File: src/rtl/divider_pkg.sv
// Shared constants and types for the divide unit:
// ALU opcodes, FSM state encoding and iteration count.
package divider_pkg;

    localparam logic [5:0] OP_ADD  = 6'd32;
    localparam logic [5:0] OP_SUB  = 6'd34;
    localparam logic [5:0] OP_AND  = 6'd36;
    localparam logic [5:0] OP_OR   = 6'd37;
    localparam logic [5:0] OP_SLT  = 6'd42;
    localparam logic [5:0] OP_DIVU = 6'd27;

    localparam int ITERS = 32;

    typedef enum logic [1:0] {
        IDLE = 2'd0,
        RUN  = 2'd1,
        DONE = 2'd2
    } state_t;

    function automatic logic is_divu(input logic [5:0] op);
        return op == OP_DIVU;
    endfunction

endpackage

File: src/rtl/divider_sub33.sv
// Combinational wide subtractor; borrow is set when a < b.
module div_sub33 #(
    parameter int W = 33
) (
    input  logic [W-1:0] a,
    input  logic [W-1:0] b,
    output logic [W-1:0] diff,
    output logic         borrow
);

    always_comb begin
        {borrow, diff} = {1'b0, a} - {1'b0, b};
    end

endmodule

File: src/rtl/divider.sv
// Iterative restoring unsigned divider, one quotient bit per cycle.
// Result is {remainder, quotient}.
module divider
    import divider_pkg::*;
#(
    parameter int WIDTH = 32
) (
    input  logic               clk,
    input  logic               reset,
    input  logic [WIDTH-1:0]   dataA,
    input  logic [WIDTH-1:0]   dataB,
    input  logic [5:0]         Signal,
    output logic [2*WIDTH-1:0] dataOut,
    output logic               busy,
    output logic               done,
    output logic               divZero
);

    localparam int W = WIDTH;

    state_t           state;
    logic [5:0]       cnt;
    logic [2*W-1:0]   work;
    logic [W-1:0]     divisor;
    logic [W:0]       diff;
    logic             borrow;

    // Upper half after the left shift, with the carried-out bit kept
    div_sub33 #(.W(W + 1)) u_sub (
        .a      (work[2*W-1:W-1]),
        .b      ({1'b0, divisor}),
        .diff   (diff),
        .borrow (borrow)
    );

    always_ff @(posedge clk or negedge reset) begin
        if (!reset) begin
            state   <= IDLE;
            cnt     <= '0;
            work    <= '0;
            divisor <= '0;
            dataOut <= '0;
            busy    <= 1'b0;
            done    <= 1'b0;
            divZero <= 1'b0;
        end else begin
            done <= 1'b0;
            unique case (state)
                IDLE: begin
                    if (is_divu(Signal)) begin
                        divisor <= dataB;
                        cnt     <= '0;
                        work    <= {{W{1'b0}}, dataA};
                        busy    <= 1'b1;
                        state   <= RUN;
                    end
                end
                RUN: begin
                    if (borrow)
                        work <= {work[2*W-2:0], 1'b0};
                    else
                        work <= {diff[W-1:0], work[W-2:0], 1'b1};
                    cnt <= cnt + 6'd1;
                    if (cnt == 6'(ITERS - 1))
                        state <= DONE;
                end
                DONE: begin
                    dataOut <= work;
                    divZero <= (divisor == '0);
                    done    <= 1'b1;
                    busy    <= 1'b0;
                    state   <= IDLE;
                end
                default: state <= IDLE;
            endcase
        end
    end

endmodule

File: config.mk
export PLATFORM = sky130hd
export DESIGN_NAME = divider
export DESIGN_NICKNAME = d
export VERILOG_FILES = /design/src/rtl/divider_pkg.sv /design/src/rtl/divider_sub33.sv /design/src/rtl/divider.sv
export SDC_FILE = /design/constraint.sdc
export NUM_CORES = 1
export LEC_CHECK = 0
export BUFFER_PORTS_ARGS = -buffer_cell sky130_fd_sc_hd__clkbuf_2
export CAP_MARGIN = 20
export CORE_MARGIN = 4
export CORE_UTILIZATION = 35
export DETAILED_ROUTE_END_ITERATION = 10
export HOLD_SLACK_MARGIN = 0.12
export MAX_ROUTING_LAYER = met4
export SYNTH_ARGS = -nofsm -noshare
export SYNTH_HDL_FRONTEND = slang
export SYNTH_HIERARCHICAL = 1
export SYNTH_SLANG_ARGS = --single-unit
File: constraint.sdc
create_clock -name clk -period 9.6 [get_ports clk]
set_input_delay 1.44 -clock clk [delete_from_list [all_inputs] [get_ports clk]]
set_output_delay 1.44 -clock clk [all_outputs]
set_load 0.1 [all_outputs]
### Word level (Yosys, flattened, before mapping)

Index checks and enable logic that the tools add are counted.

| storage, ports and cells | value |
|---|---|
| register bits after elaboration | 171 |
| input port bits | 72 |
| logic and storage cells | 35 |

| operators by class | value |
|---|---|
| $add $sub $neg | 2 |
| eq/ne operators | 6 |
| multiplexer cells | 11 |
| reduce and logical (&&, ||, !) cells | 8 |

Operator list:

| cell | number |
|---|---|
| $mux W64 | 2 |
| $pmux W64 S2 | 1 |
| $sub A33 B32 Y34 | 1 |
| $logic_not A32 Y1 | 1 |
| $eq A6 B5 Y1 const B | 2 |
| $pmux W6 S2 | 1 |
| $reduce_and A2 Y1 | 4 |
| $add A6 B1 Y6 const B | 1 |
| $mux W6 | 1 |
| $mux W2 | 2 |
| $ne A2 B2 Y1 const B | 2 |
| $pmux W2 S2 | 1 |
| $reduce_bool A2 Y1 | 2 |
| $eq A2 B1 Y1 const B | 1 |
| $eq A2 B2 Y1 const B | 1 |
| $logic_not A2 Y1 | 1 |
| $mux W1 | 2 |
| $pmux W1 S2 | 1 |

### Longest topological paths before layout

Gate-level depths: netlist (run 1).

| logic depth | value |
|---|---|
| depth in word-level cells | 3 |
| gate-level depth with buffers | 13 |
| gate-level depth less buffers | 13 |

### Cells and area by module

The synthesis (run 1) kept the hierarchy.

By module, submodules not included:

| module | times used | cells an instance | area an instance (um^2) | sequential area each (um^2) |
|---|---|---|---|---|
| divider | 1 | 609 | 6952.9 | 4279.1 |
| div_sub33 | 1 | 295 | 1948.1 | 0.0 |

### Worst setup path before layout (run 1)

OpenSTA, ideal clock, no wires.

| path | value |
|---|---|
| path type | register to register |
| start point | reg work[38] |
| end point | reg work[34] |
| setup time | 0.135 ns |
| arrival | 3.145 ns |
| setup slack | 6.320 ns |
| stages on the path, launching flop included | 13 |
| buffers on the path | 2 |
| clock period less this slack | 3.280 ns |
| cells stage by stage | dfrtp_1 -> ha_1 -> a21o_1 -> a31o_2 -> a221oi_1 -> a31oi_1 -> a21oi_1 -> o21bai_1 -> a41oi_1 -> clkbuf_1 -> buf_2 -> mux2i_1 -> o21ai_0 |

| between the ends | value |
|---|---|
| longest elaborated chain between the ends | 3 |

Ends and longest elaborated chain:

| what | line | source |
|---|---|---|
| from (decl) | divider.sv:23 | `logic [2*W-1:0] work;` |
| from (signal assigned) | divider.sv:53 | `work <= {{W{1'b0}}, dataA};` |
| from (signal assigned) | divider.sv:60 | `work <= {work[2*W-2:0], 1'b0};` |
| from (signal assigned) | divider.sv:62 | `work <= {diff[W-1:0], work[W-2:0], 1'b1};` |
| $sub A33 B32 Y34 | divider_sub33.sv:12 | `{borrow, diff} = {1'b0, a} - {1'b0, b};` |
| named net borrow | divider.sv:26 | `logic borrow;` |
| $mux W64 | divider.sv:59 | `if (borrow)` |
| $pmux W64 S2 | divider.sv:48 | `unique case (state)` |

The timed path passes the listed nets, and every way through them passes these cells.
A chain may end at the register's enable or synchronous reset.

### Worst setup path in the final report (run 1)

| path | value |
|---|---|
| start point | reg work[38] |
| end point | reg work[45] |

Same word-level chain as after synthesis.

==> reports/results.ini, run 1 <==
[cts]
clock-sinks = 171
clk_pin_slew_ns = 0.08
hold_buffers = 0
cts_resized = 0
clk_path_buf_depth = 2
cts_setup_buffers = 0
cts_tree = built
cts.htree.levels = 4
cts_buffers = 17
root_buffer = clkbuf_16
clock_latency_ns = 0.45

[routing]
wire_per_inst_um = 16.0
drt_wl_total_um = 21600
drc_errors = 0
num_vias = 6820
drtPass1Iterations = 5
drt-vias-per-instance = 5.07
drt_iter0_drc = 355
final_antenna_net_count = 0

[critical_path]
worst-endpoint-required_ns = 9.87
startpoint = work[38]
crit_path_cell_trace = ha_1 > a21o_1 > a31o_2 > a221oi_1 > a31oi_1 > a21oi_1 > o21bai_1 > a41oi_4 > buf_4 > mux2i_1 > o21ai_0
slowest_stage = buf_4
cp_slowest_stage_delay_ns = 0.52
r2r-start = work[38]
cp.arrival_ns = 4.13
cp_max_fo = 33
cp-start-kind = register
critical_path_class = register to register
worstSetupEndpointType = register

[worst_hold_path]
min_from = busy
hold_class = register to register

[grt]
grt_pass1_vias = 6945
overflow = 0
grt_pass1_wl_um = 36100
antenna_found_initial = 0
grt_max_degree = 103
grtUsageTotal_pct = 16.2

[floorplan]
initial_core_util_pct = 35.9
die_x_um = 167
boundaryPins = 139
core_um2 = 24600
die_h_um = 167
die_area_um2 = 27900
rows = 57

[timing]
drv_slew = 0
worstMarginPinSlew_ns = 1.04
fin_setup_tns_ns = 0
finalSetupViolCount = 0
final_hold_viol_count = 0
relSlewSlack_pct = 30.9
clock.fmax_mhz = 259
period_needed_ns = 3.86
rsz0062_at_grt = false
finClkSkew_ns = 0.0270
post-route-period-util_pct = 40.2

[job]
drv_cap = 0

[layout]
layout_common_cells = dfrtp_1 (171), clkbuf_2 (137), nand2_1 (133)
fill_cells = 2412
diodes = 0
drive_above_1_share_pct = 24.1
final_common_cell = dfrtp_1
regArea_um2 = 4280
area_delta_synth_final_pct = 18.0
final_nets = 1116
multi_input_area_um2 = 4210

[synth]
syn-cell-area_um2 = 8840
syn_inst = 894
syn_nets = 1001
syn_avg_cell_area_um2 = 9.89
yosysWarnings = 6

[place]
place_congestion = 0.876
dp_hpwl_um = 14800
port_buffers = 138

[status]
status = finished, final reports clean

flip-flops by register name, indices dropped and copies added (netlist names):
signal   flops
dataOut     64
divZero      1
busy         1
done         1
divisor     32
state        2
work        64
cnt          6
per-stage QoR:
step / util (%) / cells / hold slack, ns / area [µm²] / setup slack, ns
final: 42.4 / 1346 / 0.487 / 10400 / 5.74
after global routing: 42.4 / 1346 / 0.523 / 10400 / 5.48
after CTS: 42.4 / 1346 / 0.490 / 10400 / 5.72
after detailed placement: 39.9 / 1314 / 0.468 / 9810 / 5.81
after global placement: 39.8 / 1313 / 0.463 / 9780 / 5.97
after floorplan: - / 894 / 0.456 / 8840 / 6.32
final timing paths:
kind                                     to  slack [ns]  cells after the start
min in group asynchronous       dataOut[40]        1.11                      1
max in group asynchronous          state[1]        7.02                      2
worst max-delay path               work[45]        5.74                     11
worst min-delay path                   busy        0.49                      2
worst max register to register     work[45]        5.74                     11
worst min register to register         busy        0.49                      2
cell type report:
type	count	share of cell area, %
clock buffer	17	4.08
clock inverter	15	1.89
inverter	42	1.51
multi-input combinational	634	40.4
sequential	171	41.0
tap	324	3.89
timing repair buffer	143	7.23
metal layers:
layer	up-vias	part of all wire [%]	track usage, %
met4	0	1.2	4.20
met5	-	0	-
li1	3340	-	-
met1	3335	47	20.9
met2	127	46	25.2
met3	18	5.1	4.62
worst max-delay path, delay by kind of cell (launching register included):
family          cells  cell delay [ns]
compound gates      8             2.11
buf+inv             1             0.52
flops               1             0.41
fa+ha+maj           1             0.37
mux                 1             0.26
Power of run 1 is not shown: default switching activity piles up to over one toggle a cycle in this logic, so the estimate is an artifact.
==> run 2, diff against run 1 <==
==> constraint.sdc (replaced) <==
create_clock -name clk -period 3.5 [get_ports clk]
set_input_delay 0.525 -clock clk [delete_from_list [all_inputs] [get_ports clk]]
set_output_delay 0.525 -clock clk [all_outputs]
set_load 0.1 [all_outputs]
==> run 2 against run 1 <==
Compared with the run above:
- clock-buffer cell count grew 2
- fmax increased by 24%
- global-route usage is 0.21 points lower
- core utilization rose by 0.12 points
- final area up 0.28%
- critical endpoint is now work[63]
- cell count rose by 0.52%
- sequential cell count unchanged
- sequential share of layout area is 0.11 points lower
- critical path depth is the same
- die area unchanged
- worst hold slack lost 0.38 ns
==> reports/results.ini, run 2 (synthesis results as in run 1) <==
[layout]
top_regs = dataOut (64), work (64), divisor (32)
regArea_um2 = 4280
final_common_cell = dfrtp_1
area_delta_synth_final_pct = 18.3
stdcell_count = 1353
drive_above_1_share_pct = 24.6
final_nets = 1124
layout_common_cells = dfrtp_1 (171), clkbuf_2 (137), nand2_1 (133)
fill_cells = 2429
diodes = 0
multi_input_area_um2 = 4220

[cts]
cts.htree.levels = 4
cts_setup_buffers = 0
cts_tree = built
clock_latency_ns = 0.43
root_buffer = clkbuf_16
clk_pin_slew_ns = 0.07
clock-sinks = 171
cts_buffers = 17
clk_path_buf_depth = 2

[critical_path]
startpoint = work[38]
cp-start-kind = register
r2r-start = work[38]
worst-endpoint-required_ns = 3.76
worstSetupEndpointType = register
rr_endpoint = work[63]
critical_path_class = register to register
r2r_cells = 11
endpoint = work[63]
r2r_slack_ns = 0.39
cp.arrival_ns = 3.37
cp_max_fo = 12

[routing]
drt_iter0_drc = 405
drt_wl_total_um = 21300
num_vias = 6806
final_antenna_net_count = 0
drt-vias-per-instance = 5.03
wire_per_inst_um = 15.8
drc_errors = 0
drtPass1Iterations = 4

[place]
port_buffers = 138
dp_hpwl_um = 15200
place_ws_ns = 0.265
place_congestion = 0.858
dp.cells = 1322

[floorplan]
core_um2 = 24600
boundaryPins = 139
initial_core_util_pct = 35.9
die_area_um2 = 27900
rows = 57
die_x_um = 167
die_h_um = 167

[grt]
grtUsageTotal_pct = 16.0
overflow = 0
grt_pass1_wl_um = 35700
grt_max_degree = 102
grt_pass1_vias = 6932
antenna_found_initial = 0

[timing]
final_hold_viol_count = 0
clock.fmax_mhz = 322
period_needed_ns = 3.11
rsz0062_at_grt = false
fin_setup_tns_ns = 0
relSlewSlack_pct = 33.6
setup_slack_ns = 0.391
finalSetupViolCount = 0
drv_slew = 0
finClkSkew_ns = 0.0134
worstMarginPinSlew_ns = 0.996
post-route-period-util_pct = 88.8

[status]
status = finished, final reports clean

[worst_hold_path]
hold_class = input pin to asynchronous set/reset pin

[job]
drv_cap = 0

-- run 2: cell types whose count changed in the layout (fill, tap and decap cells not counted), moves of 2 or more --
cell      change
buf_4         +5
buf_12        +3
inv_6         +2
clkinv_8      -5
clkinv_4      +4
inv_8         -3
-- run 2: area by class of cell --
cell class | count | share of cell area [%]
Sequential cell | 171 | 40.9
Multi-Input combinational cell | 634 | 40.3
Timing Repair Buffer | 151 | 8.14
Clock buffer | 19 | 4.23
Tap cell | 324 | 3.87
Inverter | 42 | 1.51
Clock inverter | 12 | 1.00
-- run 2: worst min-delay path by stage --
| stage | from | end | slack, ns | depth (start not counted) |
|---|---|---|---|---|
| global route | reset | dataOut[40] | 0.16 | 1 |
| floorplan | reset | busy | 0.23 | 0 |
| CTS | reset | work[49] | 0.15 | 1 |
| detailed placement | busy | busy | 0.47 | 2 |
| finish | reset | dataOut[40] | 0.11 | 1 |
| global placement | busy | busy | 0.46 | 2 |
-- run 2: routing by layer --
layer | track usage (%) | wire length, µm | vias to the layer above
li1 | - | - | 3366
met1 | 21.5 | 10000 | 3274
met2 | 24.0 | 9920 | 145
met3 | 3.96 | 1170 | 21
met4 | 4.48 | 244 | 0
met5 | - | 0 | -
-- run 2: per-stage QoR --
stage	instance area [µm²]	hold slack, ns	util (%)
after global routing	10500	0.161	42.5
final	10500	0.108	42.5
after CTS	10500	0.148	42.5
after global placement	9880	0.463	40.2
after floorplan	8840	0.229	-
after detailed placement	9910	0.468	40.3
-- run 2: timing repair --
item                                    in CTS  in global routing
hold buffers                                 0                  0
gates resized for setup                      0                  1
endpoints found under the setup margin       0                  2
-- run 2: worst max-delay path, cell delays in order (launching register included) --
cell	delay, ns
dfrtp_1	0.41
ha_1	0.37
a21o_1	0.24
a31o_2	0.23
a221oi_2	0.28
a31oi_1	0.17
a21oi_1	0.22
o21bai_1	0.17
a41oi_4	0.27
buf_4	0.30
mux2i_1	0.21
o21ai_0	0.09
Power of run 2 is left out for the same reason.
